<file path="config.mk">
export PLATFORM = sky130hd
export DESIGN_NAME = coo_channel_streamer
export DESIGN_NICKNAME = d
export VERILOG_FILES = /design/src/rtl/smvm_pkg.sv /design/src/rtl/coo_channel_streamer_reg.sv /design/src/rtl/coo_channel_streamer.sv
export SDC_FILE = /design/constraint.sdc
export NUM_CORES = 1
export LEC_CHECK = 0
export CORE_AREA = 4 4 316 318
export DETAILED_ROUTE_END_ITERATION = 7
export DIE_AREA = 0 0 320 322
export GPL_TIMING_DRIVEN = 0
export PLACE_DENSITY = 0.43
export SYNTH_ARGS = -nofsm -noshare
export SYNTH_HDL_FRONTEND = slang
export SYNTH_SLANG_ARGS = --single-unit
</file>
<file path="constraint.sdc">
create_clock -name clk -period 3.7 [get_ports clk]
set_input_delay 0.74 -clock clk [delete_from_list [all_inputs] [get_ports clk]]
set_output_delay 0.74 -clock clk [all_outputs]
set_load 0.05 [all_outputs]
</file>
<file path="src/rtl/smvm_pkg.sv">
// Shared types for the SMVM entry stream.
// States, COO entry layout and entry width.
package smvm_pkg;

  typedef enum logic [1:0] {
    IDLE,
    FETCH,
    DRAIN,
    TERM
  } state_e;

  typedef struct packed {
    logic [31:0] row;
    logic [31:0] col;
    logic [31:0] value;
  } coo_entry_t;

  localparam int ENTRY_W = 96;

endpackage

</file>
<file path="src/rtl/coo_channel_streamer_reg.sv">
// Plain register primitive with async active-low clear.
// Used for the per-lane output registers.
module coo_channel_streamer_reg #(
  parameter int W = 1
) (
  input  logic         clk,
  input  logic         rst_l,
  input  logic [W-1:0] d,
  output logic [W-1:0] q
);

  // capture d every cycle, clear on reset
  always_ff @(posedge clk or negedge rst_l) begin
    if (!rst_l) q <= '0;
    else        q <= d;
  end

endmodule

</file>
<file path="src/rtl/coo_channel_streamer.sv">
// Multi-lane COO entry producer for the SMVM pipe.
// Fetches packed words and ends with row sentinels.
module coo_channel_streamer
  import smvm_pkg::*;
#(
  parameter int NUM_CHANNELS = 4,
  parameter int MATRIX_SIZE  = 128,
  parameter int ADDR_W       = 10
) (
  input  logic                         clk,
  input  logic                         rst_l,
  input  logic                         start,
  input  logic [31:0]                  nnz,
  input  logic [ADDR_W-1:0]            base_addr,
  output logic [ADDR_W-1:0]            mem_addr,
  output logic                         mem_rd,
  input  logic [NUM_CHANNELS*ENTRY_W-1:0] mem_rdata,
  output logic [NUM_CHANNELS*32-1:0]   values,
  output logic [NUM_CHANNELS*32-1:0]   col_id,
  output logic [NUM_CHANNELS*32-1:0]   row_id,
  output logic                         rdy,
  output logic                         busy,
  output logic                         done,
  output logic                         err
);

  localparam int LOG2 = $clog2(NUM_CHANNELS);
  localparam logic [31:0] SENT = 32'(MATRIX_SIZE);

  state_e state_q, state_d;
  logic [31:0] nnz_q, nnz_d;
  logic [31:0] words_q, words_d;
  logic [31:0] w_q, w_d;
  logic [31:0] pend_w_q, pend_w_d;
  logic [ADDR_W-1:0] base_q, base_d;
  logic rd_vld_q, rd_vld_d;
  logic rdy_q, rdy_d;
  logic busy_q, busy_d;
  logic done_q, done_d;
  logic err_q, err_d;
  logic accept;

  coo_entry_t lane_d [NUM_CHANNELS];
  coo_entry_t lane_q [NUM_CHANNELS];
  logic [NUM_CHANNELS-1:0] lane_bad;
  logic [32:0] lane_e [NUM_CHANNELS];

  // next-state and start acceptance
  always_comb begin
    state_d = state_q;
    nnz_d   = nnz_q;
    words_d = words_q;
    w_d     = w_q;
    base_d  = base_q;
    accept  = 1'b0;
    unique case (state_q)
      IDLE, TERM: begin
        if (start) begin
          accept  = 1'b1;
          nnz_d   = nnz;
          base_d  = base_addr;
          w_d     = '0;
          words_d = 32'((33'(nnz) +
                    33'(NUM_CHANNELS - 1)) >> LOG2);
          state_d = (nnz == 32'd0) ? TERM : FETCH;
        end
      end
      FETCH: begin
        w_d = w_q + 32'd1;
        if (w_q == words_q - 32'd1) state_d = DRAIN;
      end
      DRAIN: state_d = TERM;
      default: state_d = IDLE;
    endcase
  end

  assign mem_rd   = (state_q == FETCH);
  assign mem_addr = mem_rd ? base_q + ADDR_W'(w_q) : '0;

  // format returning words into lanes; pad or sentinel otherwise
  always_comb begin
    lane_bad = '0;
    for (int k = 0; k < NUM_CHANNELS; k++) begin
      lane_d[k] = '0;
      lane_e[k] = (33'(pend_w_q) << LOG2) + 33'(k);
      if (rd_vld_q) begin
        if (lane_e[k] < {1'b0, nnz_q}) begin
          lane_d[k] = coo_entry_t'(
            mem_rdata[k*ENTRY_W +: ENTRY_W]);
          lane_bad[k] = (lane_d[k].row >= SENT);
        end else begin
          lane_d[k].row = SENT;
        end
      end else if (state_q == TERM && !start) begin
        lane_d[k].row = SENT;
      end
    end
  end

  // status flags and read pipeline tracking
  always_comb begin
    rd_vld_d = (state_q == FETCH);
    pend_w_d = (state_q == FETCH) ? w_q : pend_w_q;
    rdy_d    = rd_vld_q;
    done_d   = (state_q == TERM) && !start;
    busy_d   = busy_q;
    if (accept)                busy_d = 1'b1;
    else if (state_q == TERM)  busy_d = 1'b0;
    err_d = accept ? 1'b0 : (err_q | (rd_vld_q & (|lane_bad)));
  end

  // control and status registers
  always_ff @(posedge clk or negedge rst_l) begin
    if (!rst_l) begin
      state_q  <= IDLE;
      nnz_q    <= '0;
      words_q  <= '0;
      w_q      <= '0;
      pend_w_q <= '0;
      base_q   <= '0;
      rd_vld_q <= 1'b0;
      rdy_q    <= 1'b0;
      busy_q   <= 1'b0;
      done_q   <= 1'b0;
      err_q    <= 1'b0;
    end else begin
      state_q  <= state_d;
      nnz_q    <= nnz_d;
      words_q  <= words_d;
      w_q      <= w_d;
      pend_w_q <= pend_w_d;
      base_q   <= base_d;
      rd_vld_q <= rd_vld_d;
      rdy_q    <= rdy_d;
      busy_q   <= busy_d;
      done_q   <= done_d;
      err_q    <= err_d;
    end
  end

  for (genvar k = 0; k < NUM_CHANNELS; k++) begin : g_lane
    coo_channel_streamer_reg #(
      .W(ENTRY_W)
    ) u_reg (
      .clk  (clk),
      .rst_l(rst_l),
      .d    (lane_d[k]),
      .q    (lane_q[k])
    );
    assign values[k*32 +: 32] = lane_q[k].value;
    assign col_id[k*32 +: 32] = lane_q[k].col;
    assign row_id[k*32 +: 32] = lane_q[k].row;
  end

  assign rdy  = rdy_q;
  assign busy = busy_q;
  assign done = done_q;
  assign err  = err_q;

endmodule

</file>
Word-level counts from Yosys, hierarchy flattened
Index checks and enable logic that the tools add are counted.
{ "classes": {"add_sub_neg": 7, "order_cmp": 8, "n_eq_ne": 6, "n_mux": 37, "n_bitwise": 2, "n_reduce_logical": 11} }
{ "op_table": {"columns": ["cell", "n"], "rows": [
  ["$mux 64", 8],
  ["$mux 32", 9],
  ["$lt 33x32->1", 4],
  ["$ge 32x8->1 const B", 4],
  ["$add 33x2->33 const B", 2],
  ["$pmux 32 s2", 1],
  ["$add 32x2->33 const B", 1],
  ["$add 33x1->33 const B", 1],
  ["$add 32x1->32 const B", 1],
  ["$eq 32x32->1", 1],
  ["$logic_not 32->1", 1],
  ["$sub 31x1->32 const B", 1],
  ["$mux 1", 13],
  ["$add 10x10->10", 1],
  ["$mux 10", 1],
  ["$mux 8", 1],
  ["$mux 2", 3],
  ["$pmux 2 s3", 1],
  ["$reduce_and 2->1", 3],
  ["$eq 2x2->1 const B", 2],
  ["$reduce_bool 2->1", 2],
  ["$reduce_or 4->1", 1],
  ["$eq 2x1->1 const B", 1],
  ["$logic_not 2->1", 1],
  ["7 further kinds", 7]
]} }
{ "word_totals": {"ff_bits": 527, "in_bits": 429, "out_inout_bits": 399, "elab_cells": 86} }

Logic depth before layout (Yosys ltp)
{ "logic_depth": {"word_depth": 8, "mapped_depth": 14, "ltp_nobuf": 11} }

Cells and area by module
Synthesis repeated with hierarchy kept, for this count alone.
{ "unflattened": {"hier_cells": 1822, "hier_area_um2": 21109.0} }
{ "by_module_without_submodules": {"columns": ["module", "instances", "cells_per_inst", "area_each_um2", "seq_area_each_um2"], "rows": [
  ["coo_channel_streamer", 1, 1438, 11499.8, 3578.4],
  ["coo_channel_streamer_reg", 4, 96, 2402.3, 2402.3]
]} }

Worst setup path after synthesis
Ideal clock, no wire load.
{ "synth_timing": {"path_kind": "reg-to-output", "startpoint": "register w_q[0]", "endpoint": "output port mem_addr[8]", "arrival_ns": 2.610, "slack_ns": 0.350, "stages_incl_launch_ff": 12, "path_buffers": 0, "cell_sequence": "dfrtp_1 -> ha_1 -> fa_1 -> a21oi_1 -> nor2_1 -> nor2_1 -> o21bai_1 -> a21oi_1 -> o21bai_1 -> a21oi_1 -> xor2_1 -> nor2_1"} }
{ "synth_via": {"elab_chain_cells": 2} }
{ "synth_rtl": {"columns": ["element", "line_no", "source"], "rows": [
  ["start, declared", "coo_channel_streamer.sv:33", "logic [31:0] w_q, w_d;"],
  ["start signal, assigned", "coo_channel_streamer.sv:130", "w_q <= w_d;"],
  ["$add 10x10->10", "coo_channel_streamer.sv:78", "assign mem_addr = mem_rd ? base_q + ADDR_W'(w_q) : '0;"],
  ["$mux 10", "coo_channel_streamer.sv:78", null],
  ["end, declared", "coo_channel_streamer.sv:15", "output logic [ADDR_W-1:0] mem_addr,"]
]} }
No other way between the ends.

Final worst setup path
{ "layout_timing": {"startpoint": "register nnz_q[18]", "endpoint": "register g_lane[3].u_reg.q[25]"} }
{ "layout_via": {"elab_chain_cells": 3} }
{ "layout_rtl": {"columns": ["element", "line_no", "source"], "rows": [
  ["start, declared", "coo_channel_streamer.sv:31", "logic [31:0] nnz_q, nnz_d;"],
  ["start signal, assigned", "coo_channel_streamer.sv:128", "nnz_q <= nnz_d;"],
  ["$lt 33x32->1", "coo_channel_streamer.sv:87", "if (lane_e[k] < {1'b0, nnz_q}) begin"],
  ["$mux 64", "coo_channel_streamer.sv:87", null],
  ["$mux 64", "coo_channel_streamer.sv:86", "if (rd_vld_q) begin"],
  ["net g_lane[3].u_reg.d[25]", "coo_channel_streamer_reg.sv:8", "input logic [W-1:0] d,"],
  ["end signal, assigned", "coo_channel_streamer_reg.sv:14", "if (!rst_l) q <= '0;"],
  ["end signal, assigned", "coo_channel_streamer_reg.sv:15", "else q <= d;"],
  ["end, declared", "coo_channel_streamer_reg.sv:9", "output logic [W-1:0] q"]
]} }
The timed path passes the listed nets, and every way through them passes these cells.
A chain may end at the register's enable or synchronous reset.

==> key figures <==
Run status
  – Status: finished, final reports clean

GRT
  – GRT Util Overall: between 20 and 25%
  – First-pass GRT wire length: approximately 150 mm
  – Largest net degree at the start of global routing: 106
  – Total grt overflow: 0
  – Vias in the first global route: approximately 18,000
  – Initial antenna violation count: 31

Route
  – DR pass1 iterations: 5
  – Via count: 17,300
  – 1st-iter DRT viols: 981
  – Avg WL per Cell: 26.66 microns
  – Routed Wire Length: 107.5 mm
  – Post-route DRC: 0
  – DR vias/cell: 4.290
  – DRT antenna net count: 0

Clock network
  – CTS tree: yes
  – Root buf cell: clkbuf_16
  – CTS clk-pin slew, worst paths: 0.06 ns
  – Clk Latency, worst-skew pair: 0.62 ns
  – H-tree Lvls: 3
  – CTS max path bufs: 3
  – Num CTS Buffers: 70
  – CTS Sinks: 527

Setup path
  – Worst-path fanout max: 10
  – Worst Setup End Kind: register
  – Buf/Inv on CP: 3
  – Critical Path Max Stage Delay: ~0.43 ns
  – Type of the worst setup path: register to register
  – R2R depth: 11
  – Crit-path leading delay family: compound AO/OA/AOI/OAI gates
  – Slowest-stage cell, CP: o21a_2
  – CP arrival: 4.02 ns
  – CP Launch Type: register
  – Stages on worst setup path: 11
  – Critical-path cell list: inv_1, ha_1, a21o_1, a21o_1, a21oi_1, o211ai_1, a21oi_2, o21a_2, clkbuf_1, clkbuf_1, and2_1
  – Worst EP required: 4.18 ns

Floorplanning
  – Row count: 114
  – Die area: 103,000 sq um
  – I/O pins: about 830
  – Starting Density: 21.65%
  – Die height: 322 microns
  – Die width: 320 microns
  – Core area: 96,570 sq um

STA
  – Slew Limit Fails: 0
  – Setup violations, final: 0
  – Clock skew: 0.02478 ns
  – Slew @ Worst Pin: roughly 1.0 ns
  – Fmax: 282.4 MHz
  – Worst slack on hold paths: 0.4808 ns
  – Fin. Hold Viols: 0
  – Rel. slew slack: 32.25%
  – RSZ-0062 raised after global routing: yes
  – Period minus WS final: 3.542 ns
  – Fin crit share: between 90% and 100%

Finish
  – Fin cells: 4,032
  – Area of the multi-input gates: 7279 sq um
  – Fillers: 9,678
  – Register Area: 13,190 sq um
  – Final core utilization: 34.63%
  – Area delta synth->final: 59.91%
  – Layout cells sized above 1: under 10%
  – NumNets Final: 3,171

Logic synthesis
  – Most numerous cell in the Yosys netlist: dfrtp_1
  – Top FF cell, synth: dfrtp_1
  – Largest area contributor in the netlist: dfrtp_1
  – Distinct cells, synth: 63
  – Top cell type's share of synthesized area: 63.07%
  – Synth warnings: 0
  – Seq/Total Area, Yosys: 63.07%
  – Synthesized cell area: approximately 21,000 sq um
  – Flip-flop and latch count after synthesis: about 530
  – Asr flop ratio synth: 100.0%
  – Top post-synthesis cells by area: dfrtp_1 (63%), and2_1 (8.7%), and3_1 (3.1%), ha_1 (2.7%), nand2_1 (2.4%)
  – EDFF count, synth: 0
  – Post-Syn Area per Cell: 11.68 sq um
  – Mapped Cells: 1,790
  – Synth Net Count: roughly 2,300
  – Post-synth top cells: dfrtp_1 (527), and2_1 (292), nand2_1 (135)

Placed design
  – DP Wirelength: 87.45 mm
  – GPL Wtd Cong: 0.9120
  – I/O Buffers: 824
  – Inst Count DP: about 3,900

Power
  – Worst VDD drop: 0.0003756 V
  – Tot Pwr: 0.02585 W
  – PD cells: about 770 nW/um^2
  – Lkg Pwr: 15.03 nW

Min path
  – Hold Crit Class: register to register
  – Cells on Worst Hold Path: 2

Run
  – Max Cap Viol: 0
## stage by stage
step / area (sq um) / setup slack (ns) / TNS [ns]
floorplan: 20910 / 0.3499 / 0
global placement: 30750 / -23.00 / -
detailed placement: 30920 / -1.087 / -94.03
CTS: 33340 / 0.01178 / 0
global route: 33420 / -0.04812 / -0.1079
finish: 33440 / 0.1584 / 0
## path summary, 6_finish.rpt
| path | start | to | slack [ns] |
|---|---|---|---|
| hold / removal | base_q[5]$_DFFE_PN0P_ | base_q[5]$_DFFE_PN0P_ | 0.48 |
| max in group asynchronous | rst_l | g_lane[2].u_reg.q[39]$_DFF_PN0_ | 1.50 |
| min in group asynchronous | rst_l | g_lane[0].u_reg.q[35]$_DFF_PN0_ | 0.63 |
| setup reg to reg | nnz_q[18]$_DFFE_PN0P_ | g_lane[3].u_reg.q[25]$_DFF_PN0_ | 0.16 |
| hold reg to reg | base_q[5]$_DFFE_PN0P_ | base_q[5]$_DFFE_PN0P_ | 0.48 |
| setup / recovery | nnz_q[18]$_DFFE_PN0P_ | g_lane[3].u_reg.q[25]$_DFF_PN0_ | 0.16 |
## sequential cells by signal, indices dropped and copies added, names as in the netlist
register / cells
base_q: 10
words_q: 31
done: 1
err: 1
rdy: 1
pend_w_q: 31
w_q: 32
state_q: 2
g_lane.u_reg.q: 384
busy: 1
rd_vld_q: 1
nnz_q: 32
## layer usage
metal / share of wire [%] / vias up / GRT usage [%]
met5: 0.10 / - / 0
met3: 7.8 / 131 / 6.610
li1: - / 7795 / -
met4: 1.9 / 18 / 4.207
met1: 41 / 8750 / 25.05
met2: 49 / 602 / 33.99
## cell type report
class / count / area share, %
clock buffers: 101 / 6.163
repair buffers: 837 / 25.32
inverters: 51 / 0.5763
multi-input cells: 1117 / 21.77
plain buffers: 92 / 1.093
well taps: 1276 / 4.775
flip-flops and latches: 527 / 39.45
diodes: 10 / 0.07484
clock inverters: 21 / 0.7821
## kinds of logic after synthesis
kind of cell    Yosys count  share of synthesized area (%)
fa+ha+maj                46                          2.788
buf+inv                 146                          2.639
mux                      31                          1.663
simple gates            762                          20.52
compound gates          177                          5.092
flops                   527                          63.07
xor+xnor                101                          4.231
## timing repair
action	CTS	global route
hold endpoints to repair	2	0
setup endpoints to repair	208	81
hold buffers	1	0
pin swaps	4	5
gates resized for setup	54	21
setup buffers	3	3
## worst register-to-register path, stage by stage (launching register included)
cell	delay, ns
dfrtp_1	0.32
inv_1	0.05
ha_1	0.30
a21o_1	0.16
a21o_1	0.17
a21oi_1	0.29
o211ai_1	0.15
a21oi_2	0.34
o21a_2	0.43
clkbuf_1	0.43
clkbuf_1	0.35
and2_1	0.42
## placed cells by master, fill, tap and decap left out, types with 4 or more instances in the layout
cell / count
a21boi_0: 4
a21o_1: 17
a21oi_1: 28
a21oi_2: 5
a31oi_1: 6
and2_1: 291
and3_1: 104
and4_1: 8
buf_16: 6
buf_4: 7
bufinv_16: 5
clkbuf_1: 95
clkbuf_16: 72
clkbuf_2: 6
clkbuf_8: 15
clkdlybuf4s50_1: 813
clkinv_2: 10
dfrtp_1: 525
diode_2: 10
ha_1: 44
inv_1: 50
inv_6: 4
mux2_2: 30
nand2_1: 135
nand2b_1: 5
nand3_1: 24
nand4_1: 22
nor2_1: 64
nor2b_1: 6
nor3_1: 18
nor4_1: 34
o21ai_0: 82
or2_2: 4
or3_1: 12
or4_1: 8
xnor2_1: 50
xor2_1: 51
## power breakdown
part | total, W | internal [W] | switching (W)
Clock | 0.00689 | 0.00421 | 0.00268
Sequential | 0.00782 | 0.00715 | 0.000668
Combinational | 0.0111 | 0.00357 | 0.00757
Total | 0.0258 | 0.0149 | 0.0109
Power figures use the tool's default switching activity.
